### src/rtl/update_counter_ctrl_if.sv
// Consumer-side address stream of the update counter controller: address,
// valid/ready handshake and per-beat position information.
interface update_counter_ctrl_if #(
  parameter int unsigned CsrDataWidth = 32
);
  logic [CsrDataWidth-1:0] addr;
  logic                    addr_valid;
  logic                    addr_ready;
  logic                    sample_last;
  logic [CsrDataWidth-1:0] elem_idx;
  logic [CsrDataWidth-1:0] sample_idx;

  modport master (
    output addr, addr_valid, sample_last, elem_idx, sample_idx,
    input  addr_ready
  );

  modport slave (
    input  addr, addr_valid, sample_last, elem_idx, sample_idx,
    output addr_ready
  );
endinterface

### src/rtl/update_counter_ctrl.sv
// Job sequencer for the item-memory address counter: latches a job config,
// drives the counter controls and walks num_samples x num_elem address beats.
module update_counter_ctrl #(
  parameter int unsigned CsrDataWidth = 32
) (
  input  logic                    clk_i,
  input  logic                    rst_ni,
  input  logic                    start_i,
  input  logic                    stop_i,
  input  logic                    wait_ack_i,
  input  logic [CsrDataWidth-1:0] num_elem_i,
  input  logic [CsrDataWidth-1:0] num_samples_i,
  input  logic [CsrDataWidth-1:0] start_count_i,
  input  logic                    sample_ack_i,
  output logic                    cnt_en_o,
  output logic                    cnt_start_o,
  output logic                    cnt_clr_o,
  output logic [CsrDataWidth-1:0] cnt_max_count_o,
  output logic [CsrDataWidth-1:0] cnt_start_count_o,
  input  logic [CsrDataWidth-1:0] cnt_addr_i,
  input  logic                    cnt_addr_valid_i,
  output logic                    cnt_addr_ready_o,
  update_counter_ctrl_if.master   addr_if,
  output logic                    busy_o,
  output logic                    done_o
);

  typedef enum logic [2:0] {
    IDLE,
    LOAD,
    RUN,
    PAUSE,
    DONE
  } state_e;

  localparam logic [CsrDataWidth-1:0] One = CsrDataWidth'(1);

  state_e                  state_q, state_d;
  logic [CsrDataWidth-1:0] num_elem_q, num_samples_q, start_count_q;
  logic [CsrDataWidth-1:0] elem_idx_q, elem_idx_d;
  logic [CsrDataWidth-1:0] sample_idx_q, sample_idx_d;
  logic                    cfg_load;
  logic                    run_active;
  logic                    fire;
  logic                    last_elem;
  logic                    last_sample;

  // The handshake is only open in RUN; this hides the counter's stale address
  // during LOAD and its wrapped address during PAUSE/DONE.
  assign run_active       = (state_q == RUN) && !stop_i;
  assign addr_if.addr_valid = run_active && cnt_addr_valid_i;
  assign cnt_addr_ready_o = run_active && addr_if.addr_ready;
  assign fire             = addr_if.addr_valid && addr_if.addr_ready;

  assign last_elem   = (elem_idx_q == num_elem_q - One);
  assign last_sample = (sample_idx_q == num_samples_q - One);

  assign addr_if.addr        = cnt_addr_i;
  assign addr_if.sample_last = (state_q == RUN) && last_elem;
  assign addr_if.elem_idx    = elem_idx_q;
  assign addr_if.sample_idx  = sample_idx_q;

  assign cnt_max_count_o   = num_elem_q;
  assign cnt_start_count_o = start_count_q;
  assign busy_o            = (state_q != IDLE);

  always_comb begin
    // NOTE: every signal driven here gets a default first, so no path through
    // the case statement can leave one unassigned and infer a latch.
    state_d      = state_q;
    elem_idx_d   = elem_idx_q;
    sample_idx_d = sample_idx_q;
    cfg_load     = 1'b0;
    cnt_en_o     = 1'b0;
    cnt_start_o  = 1'b0;
    cnt_clr_o    = 1'b0;
    done_o       = 1'b0;

    if (stop_i && (state_q != IDLE)) begin
      // Abort wins over everything, including the done pulse.
      cnt_clr_o    = 1'b1;
      state_d      = IDLE;
      elem_idx_d   = '0;
      sample_idx_d = '0;
    end else begin
      case (state_q)
        IDLE: begin
          if (start_i && !stop_i) begin
            cfg_load = 1'b1;
            state_d  = ((num_elem_i != '0) && (num_samples_i != '0)) ? LOAD : DONE;
          end
        end
        LOAD: begin
          cnt_en_o    = 1'b1;
          cnt_start_o = 1'b1;
          state_d     = RUN;
        end
        RUN: begin
          cnt_en_o = 1'b1;
          if (fire) begin
            if (last_elem) begin
              elem_idx_d = '0;
              if (last_sample) begin
                sample_idx_d = '0;
                state_d      = DONE;
              end else begin
                sample_idx_d = sample_idx_q + One;
                if (wait_ack_i) state_d = PAUSE;
              end
            end else begin
              elem_idx_d = elem_idx_q + One;
            end
          end
        end
        PAUSE: begin
          cnt_en_o = 1'b1;
          if (sample_ack_i) state_d = RUN;
        end
        DONE: begin
          done_o  = 1'b1;
          state_d = IDLE;
        end
        default: state_d = IDLE;
      endcase
    end
  end

  // NOTE: state registers use non-blocking assignments so every flop samples
  // the pre-edge values regardless of process evaluation order.
  always_ff @(posedge clk_i or negedge rst_ni) begin
    if (!rst_ni) begin
      state_q       <= IDLE;
      num_elem_q    <= '0;
      num_samples_q <= '0;
      start_count_q <= '0;
      elem_idx_q    <= '0;
      sample_idx_q  <= '0;
    end else begin
      state_q      <= state_d;
      elem_idx_q   <= elem_idx_d;
      sample_idx_q <= sample_idx_d;
      if (cfg_load) begin
        num_elem_q    <= num_elem_i;
        num_samples_q <= num_samples_i;
        start_count_q <= start_count_i;
      end
    end
  end

endmodule

### src/flat_wrapper.sv
// flat-port wrapper written by rule: the top's interface ports become plain ports
module update_counter_ctrl_flat 
#(
  parameter int unsigned CsrDataWidth = 32
)
  (clk_i, rst_ni, start_i, stop_i, wait_ack_i, num_elem_i, num_samples_i, start_count_i, sample_ack_i, cnt_en_o, cnt_start_o, cnt_clr_o, cnt_max_count_o, cnt_start_count_o, cnt_addr_i, cnt_addr_valid_i, cnt_addr_ready_o, busy_o, done_o, addr_if_addr, addr_if_addr_valid, addr_if_sample_last, addr_if_elem_idx, addr_if_sample_idx, addr_if_addr_ready);
  update_counter_ctrl_if #(.CsrDataWidth(CsrDataWidth)) addr_if_i ();
  input  logic clk_i;
  input  logic rst_ni;
  input  logic start_i;
  input  logic stop_i;
  input  logic wait_ack_i;
  input  logic [CsrDataWidth-1:0] num_elem_i;
  input  logic [CsrDataWidth-1:0] num_samples_i;
  input  logic [CsrDataWidth-1:0] start_count_i;
  input  logic sample_ack_i;
  output logic cnt_en_o;
  output logic cnt_start_o;
  output logic cnt_clr_o;
  output logic [CsrDataWidth-1:0] cnt_max_count_o;
  output logic [CsrDataWidth-1:0] cnt_start_count_o;
  input  logic [CsrDataWidth-1:0] cnt_addr_i;
  input  logic cnt_addr_valid_i;
  output logic cnt_addr_ready_o;
  output logic busy_o;
  output logic done_o;
  output wire logic [$bits(addr_if_i.addr)-1:0] addr_if_addr;
  output wire logic [$bits(addr_if_i.addr_valid)-1:0] addr_if_addr_valid;
  output wire logic [$bits(addr_if_i.sample_last)-1:0] addr_if_sample_last;
  output wire logic [$bits(addr_if_i.elem_idx)-1:0] addr_if_elem_idx;
  output wire logic [$bits(addr_if_i.sample_idx)-1:0] addr_if_sample_idx;
  input wire logic [$bits(addr_if_i.addr_ready)-1:0] addr_if_addr_ready;
  assign addr_if_addr = addr_if_i.addr;
  assign addr_if_addr_valid = addr_if_i.addr_valid;
  assign addr_if_sample_last = addr_if_i.sample_last;
  assign addr_if_elem_idx = addr_if_i.elem_idx;
  assign addr_if_sample_idx = addr_if_i.sample_idx;
  assign addr_if_i.addr_ready = addr_if_addr_ready;
  update_counter_ctrl #(.CsrDataWidth(CsrDataWidth)) u_core (.clk_i(clk_i), .rst_ni(rst_ni), .start_i(start_i), .stop_i(stop_i), .wait_ack_i(wait_ack_i), .num_elem_i(num_elem_i), .num_samples_i(num_samples_i), .start_count_i(start_count_i), .sample_ack_i(sample_ack_i), .cnt_en_o(cnt_en_o), .cnt_start_o(cnt_start_o), .cnt_clr_o(cnt_clr_o), .cnt_max_count_o(cnt_max_count_o), .cnt_start_count_o(cnt_start_count_o), .cnt_addr_i(cnt_addr_i), .cnt_addr_valid_i(cnt_addr_valid_i), .cnt_addr_ready_o(cnt_addr_ready_o), .addr_if(addr_if_i), .busy_o(busy_o), .done_o(done_o));
endmodule
### config.mk
export PLATFORM = sky130hd
export DESIGN_NAME = update_counter_ctrl_flat
export DESIGN_NICKNAME = d
export VERILOG_FILES = /design/src/rtl/update_counter_ctrl_if.sv /design/src/rtl/update_counter_ctrl.sv /design/src/flat_wrapper.sv
export SDC_FILE = /design/constraint.sdc
export NUM_CORES = 1
export LEC_CHECK = 0
export ABC_CLOCK_PERIOD_IN_PS = 4560
export CORE_MARGIN = 2
export CORE_UTILIZATION = 48
export CTS_BUF_LIST = sky130_fd_sc_hd__clkbuf_16
export CTS_CLUSTER_DIAMETER = 80
export CTS_CLUSTER_SIZE = 30
export DETAILED_ROUTE_END_ITERATION = 6
export PLACE_DENSITY = 0.92
export SLEW_MARGIN = 0
export SYNTH_ARGS = -nofsm -noshare
export SYNTH_HDL_FRONTEND = slang
export SYNTH_SLANG_ARGS = --single-unit
### constraint.sdc
create_clock -name clk_i -period 4.56 [get_ports clk_i]
set_input_delay 0.456 -clock clk_i [delete_from_list [all_inputs] [get_ports clk_i]]
set_output_delay 0.456 -clock clk_i [all_outputs]
set_load 0.05 [all_outputs]
# [Word level (Yosys, flattened, before mapping)]
# Cells that the tools add are included.
[op_classes] n_addsub=4 n_eq_ne=11 mux=28 reduce_logical=20
[op_table] op="$mux 32" n=9
[op_table] op="$add 32x1->32 const B" n=2
[op_table] op="$eq 32x32->1" n=2
[op_table] op="$reduce_bool 32->1" n=2
[op_table] op="$sub 32x1->32 const B" n=2
[op_table] op="$mux 3" n=8
[op_table] op="$pmux 3 s4" n=1
[op_table] op="$mux 1" n=10
[op_table] op="$ne 3x2->1 const B" n=3
[op_table] op="$logic_and 1x1->1" n=8
[op_table] op="$eq 3x2->1 const B" n=2
[op_table] op="$reduce_bool 2->1" n=3
[op_table] op="$reduce_and 5->1" n=1
[op_table] op="$ne 4x3->1 const B" n=1
[op_table] op="$eq 3x1->1 const B" n=1
[op_table] op="$eq 3x3->1 const B" n=1
[op_table] op="$logic_not 3->1" n=1
[op_table] op="$ne 3x1->1 const B" n=1
[op_table] op="$reduce_and 3->1" n=1
[op_table] op="$reduce_bool 3->1" n=1
[op_table] op="$reduce_or 3->1" n=1
[op_table] op="$reduce_and 2->1" n=1
[op_table] op="$logic_not 1->1" n=1
[word_totals] reg_bits=163

# [Depth between registers and ports, before layout]
[logic_depth] word_depth=7 ltp_mapped=14

# [Worst setup path before layout]
# Ideal clock, no wire load.
[synth_timing] kind="flip-flop to output port" start="register u_core.num_elem_q[0] (netlist: u_core.cnt_max_count_o[0])" end="output port addr_if_sample_last" t_arrival_ns=3.386 t_required_ns=4.104 setup_slack_ns=0.718 stages_incl_launch_ff=11 path_cell_list="dfrtp_1 -> inv_1 -> ha_1 -> nor3b_2 -> nand4_1 -> or4_1 -> or3b_1 -> a31oi_1 -> o211ai_1 -> nor2_1 -> and3_1"
[synth_via] elab_chain_cells=3
[synth_lines] item="start: declaration" line="update_counter_ctrl.sv:39" rtl="logic [CsrDataWidth-1:0] num_elem_q, num_samples_q, start_count_q;"
[synth_lines] item="start signal: assignment" line="update_counter_ctrl.sv:143" rtl="num_elem_q <= num_elem_i;"
[synth_lines] item="$sub 32x1->32" line="update_counter_ctrl.sv:55" rtl="assign last_elem = (elem_idx_q == num_elem_q - One);"
[synth_lines] item="$eq 32x32->1" line="update_counter_ctrl.sv:55"
[synth_lines] item="$logic_and 1x1->1" line="update_counter_ctrl.sv:59" rtl="assign addr_if.sample_last = (state_q == RUN) && last_elem;"
[synth_lines] item="end: declaration" line="flat_wrapper.sv:29" rtl="output wire logic [$bits(addr_if_i.sample_last)-1:0] addr_if_sample_last;"
# Every way passes these cells.

# [Final worst setup path]
# Ends and elaborated chain as after synthesis.

==> impl_results.md <==
* Status: finished clean
* Core area at about 0.021 mm2
* DR vias at approximately 9.3k
* Critical path class: reg2out
* HP Class: in2async
* Post-DRT Antenna Nets at 0
* Post-Syn Area at a little over 0.01 mm2
* Number of detailed-route iterations in the first pass at 6
* Top cells by area, synth: dfrtp_1 40%, mux2_2 11%, xnor2_1 4.8%
* Fin crit period at about 4300 ps
* Largest net degree at the start of global routing at 88
* R2R cell count at 12
* P_leak at around 5 nW
* CP bufs+invs at 3
* Synth warnings at 0
* HPWL Detailed at about 22 mm
* Initial Util at 48.5%
* Critical Path End: addr_if_sample_last
* Drt wl/cell at ~19 um
* Post-Syn Instances at 1059
* Area occupied by multi-input gates at around 0.0056 mm2
* Hold WS at 47.1 ps
* Fill cells at around 1.7k
* Post-cts resize count at 0
* Clock Skew at 14.6 ps
* Worst slew pin tran at about 940 ps
* Worst EP arrival at ~3800 ps
* Final core utilization at 63.4%
* Syn avg cell area at 9.55 um2
* Seq/Total Area, Yosys at between 40% and 50%
* Area grow syn2layout at 30.5%
* CTS Buf Count at 17
* Dominant cell type by area after synthesis: dfrtp_1
* Initial antenna violation count at 1
* Synth Area in Compound Gates at roughly 10%
* Power density over the cells at 426 mW/mm2
* Clock buffer depth at 2
* Register Area at 0.00408 mm2
* Dpl cell area at 0.0126 mm2
* Distinct cells, synth at 74
* CTS sink cnt at around 160
* Net Switching at 2.32 mW
* Worst path max stage delay at roughly 550 ps
* Slew Viols, Final at 0
* Setup repair bufs after CTS at 0
* Max Fclk at approximately 0.23 GHz
* Final Hold Fails at 0
* Synth Area in XOR/XNOR at 8.49%
* Mux share of post-synthesis cell area at 11.6%
* Die width at 149 um
* # DRC at 0
* Synth Register Bits at approximately 160
* Ratio of cells with drive above 1 in the final layout at between 10% and 20%
* Final setup fails at 0
* Post-route non-filler standard cell count at about 1.5k
* Worst-path maximum fanout at 6
* Clock power share at approximately a quarter
* GR Overflow Total at 0
* Slowest stage cell, crit path: or4_1
* Number of DRC markers in iteration 0 at between 1k and 1.5k
* Clock transition at path regs at about 80 ps
* Setup Total Neg Slack at 0 ps
* Top_reg_cell synth: dfrtp_1
* Post-synth EDFFs at 0
* # nets final at about 1.4k
* CTS tree: yes
* # hold bufs at CTS at 0
* Final instance area at roughly 0.013 mm2
* Critical Path Stages at 12
* Rows at 53
* Post-synthesis simple-gate area fraction at a little under a quarter
* # IOs at 304
* Flop pwr share at between 30% and 40%
* Flop2flop setup slack at 570 ps
* Critical Path, Cell by Cell: inv_1, ha_1, or3b_2, or4_1, a21oi_1, nand4_1, nor4_1, and4_1, inv_1, nor2_1, and3_2, buf_12
* H-Tree Depth at 4
* Most frequent CP cell: inv_1
* Relative slew slack at a little under two fifths
* Die Span Y at 149 um
* Worst r2r src: u_core.num_samples_q[0]
* RSZ-0062 raised after global routing: no
* GRT Total Usage at 26.9%
* RePlAce Congestion at about 0.9
* Period utilization at ~94%
* Average vias per placed instance at 6.01
* Worst Setup SP: u_core.cnt_max_count_o[0]
* Switching Fraction at 41.2%
* Comb pwr share at between 30% and 40%
* Placed cells at 1513
* VDD IR max at 0.353 mV
* Clk_lat worst skew at 440 ps
* Final WL at 29.9 mm
* Syn Nets at between 1k and 1.5k
* RR Endpoint: u_core.addr_if.sample_idx[2]
* Combinational family with the most area after synthesis: simple AND/OR/NAND/NOR gates
* Synth Area in Adders at less than 1%
* Clock root buffer: clkbuf_16
* I/O Buffers at approximately 240
* Asr flop ratio synth at 100%
* Yosys top cell area share at 40.4%
* Crit end category: output port
* Full die area at ~0.022 mm2
* Worst EP required at 4100 ps
* MaxCap Viol Count at 0
* Number of global-route vias before repair at approximately 9.3k
* First-pass GRT wire length at 47.8 mm
* P_int at about 3.3 mW
* CP delay by family, top: simple AND/OR/NAND/NOR gates
* Setup crit start kind: flip-flop
[through the flow]
| stage | worst slack (ps) | total power [mW] |
|---|---|---|
| floorplan | 718 | 3.50 |
| global placement | 672 | 4.11 |
| detailed placement | 455 | 4.17 |
| CTS | 60.8 | 5.61 |
| global route | 20.7 | 5.87 |
| finish | 271 | 5.62 |
[power groups by stage]
stage                     registers [mW]  clock network [mW]  logic (mW)
after CTS                           2.06                1.44        2.11
after floorplan                     2.55                   0       0.948
after detailed placement            2.08                   0        2.09
after global routing                2.12                1.50        2.25
after global placement              2.06                   0        2.05
final                               2.07                1.43        2.12
[worst min-delay path by stage]
stage                                       from                      endpoint  slack (ps)  depth (start not counted)
finish                                    rst_ni       u_core.num_samples_q[8]          50                          1
global placement    u_core.cnt_start_count_o[14]  u_core.cnt_start_count_o[14]         490                          1
floorplan                                 rst_ni    u_core.addr_if.elem_idx[0]         160                          0
CTS                                       rst_ni      u_core.num_samples_q[10]         120                          1
detailed placement  u_core.cnt_start_count_o[28]  u_core.cnt_start_count_o[28]         490                          1
global route                              rst_ni      u_core.num_samples_q[15]         160                          1
[cell families after synthesis]
kind of cell,after synthesis
XOR/XNOR,98
buffers and inverters,102
multiplexers,105
AND/OR/NAND/NOR,424
flip-flops,163
adder cells (fa/ha/maj),4
AO/OA/AOI/OAI,163
[sequential cells by signal (all words and copies together), names as in the netlist]
| name | count |
|---|---|
| u_core.addr_if.elem_idx | 32 |
| u_core.addr_if.sample_idx | 32 |
| u_core.cnt_max_count_o | 32 |
| u_core.cnt_start_count_o | 32 |
| u_core.num_samples_q | 32 |
| u_core.state_q | 3 |
[cells in the final DEF (no fill, tap or decap), types with 8 or more instances in the layout]
cell type        count
a31oi_1              9
clkbuf_16           17
clkdlybuf4s50_1    237
or4_1                8
nand3_1             46
and2_1              14
and3_1              17
o21ai_0             42
buf_4               14
nor4_1              38
xor2_1              43
dfrtp_1            163
xnor2_1             55
a21oi_1             43
nor2_1              99
nor3_1              33
and4_1              10
nand2_1             54
nand4b_1            18
inv_1               27
nand4_1             28
mux2_2              98
nor2b_1              9
[cell type report]
class,count,area share (%)
Inverter,27,0.768
Timing Repair Buffer,254,19.2
Antenna cell,1,0.0190
Clock inverter,15,1.21
Sequential cell,163,30.9
Tap cell,275,2.61
Multi-Input combinational cell,794,42.1
Clock buffer,17,3.22
[cell usage after synthesis, drive strengths merged (35+ instances only)]
cell,instances
a21oi,43
mux2,98
nor4,45
nor2,99
buf,47
nand2,55
o21ai,43
dfrtp,163
xor2,43
nand3,46
xnor2,55
nor3,35
[metal layers]
layer | vias to the layer above | GRT usage (%) | routed length [um] | part of all wire, %
li1 | 4262 | - | - | -
met4 | 0 | 9.52 | 908 | 3.0
met5 | - | 0 | 0 | 0
met1 | 4493 | 32.9 | 11600 | 39
met3 | 92 | 5.96 | 2290 | 7.7
met2 | 449 | 46.9 | 15000 | 50
Power figures use the tool's default switching activity.
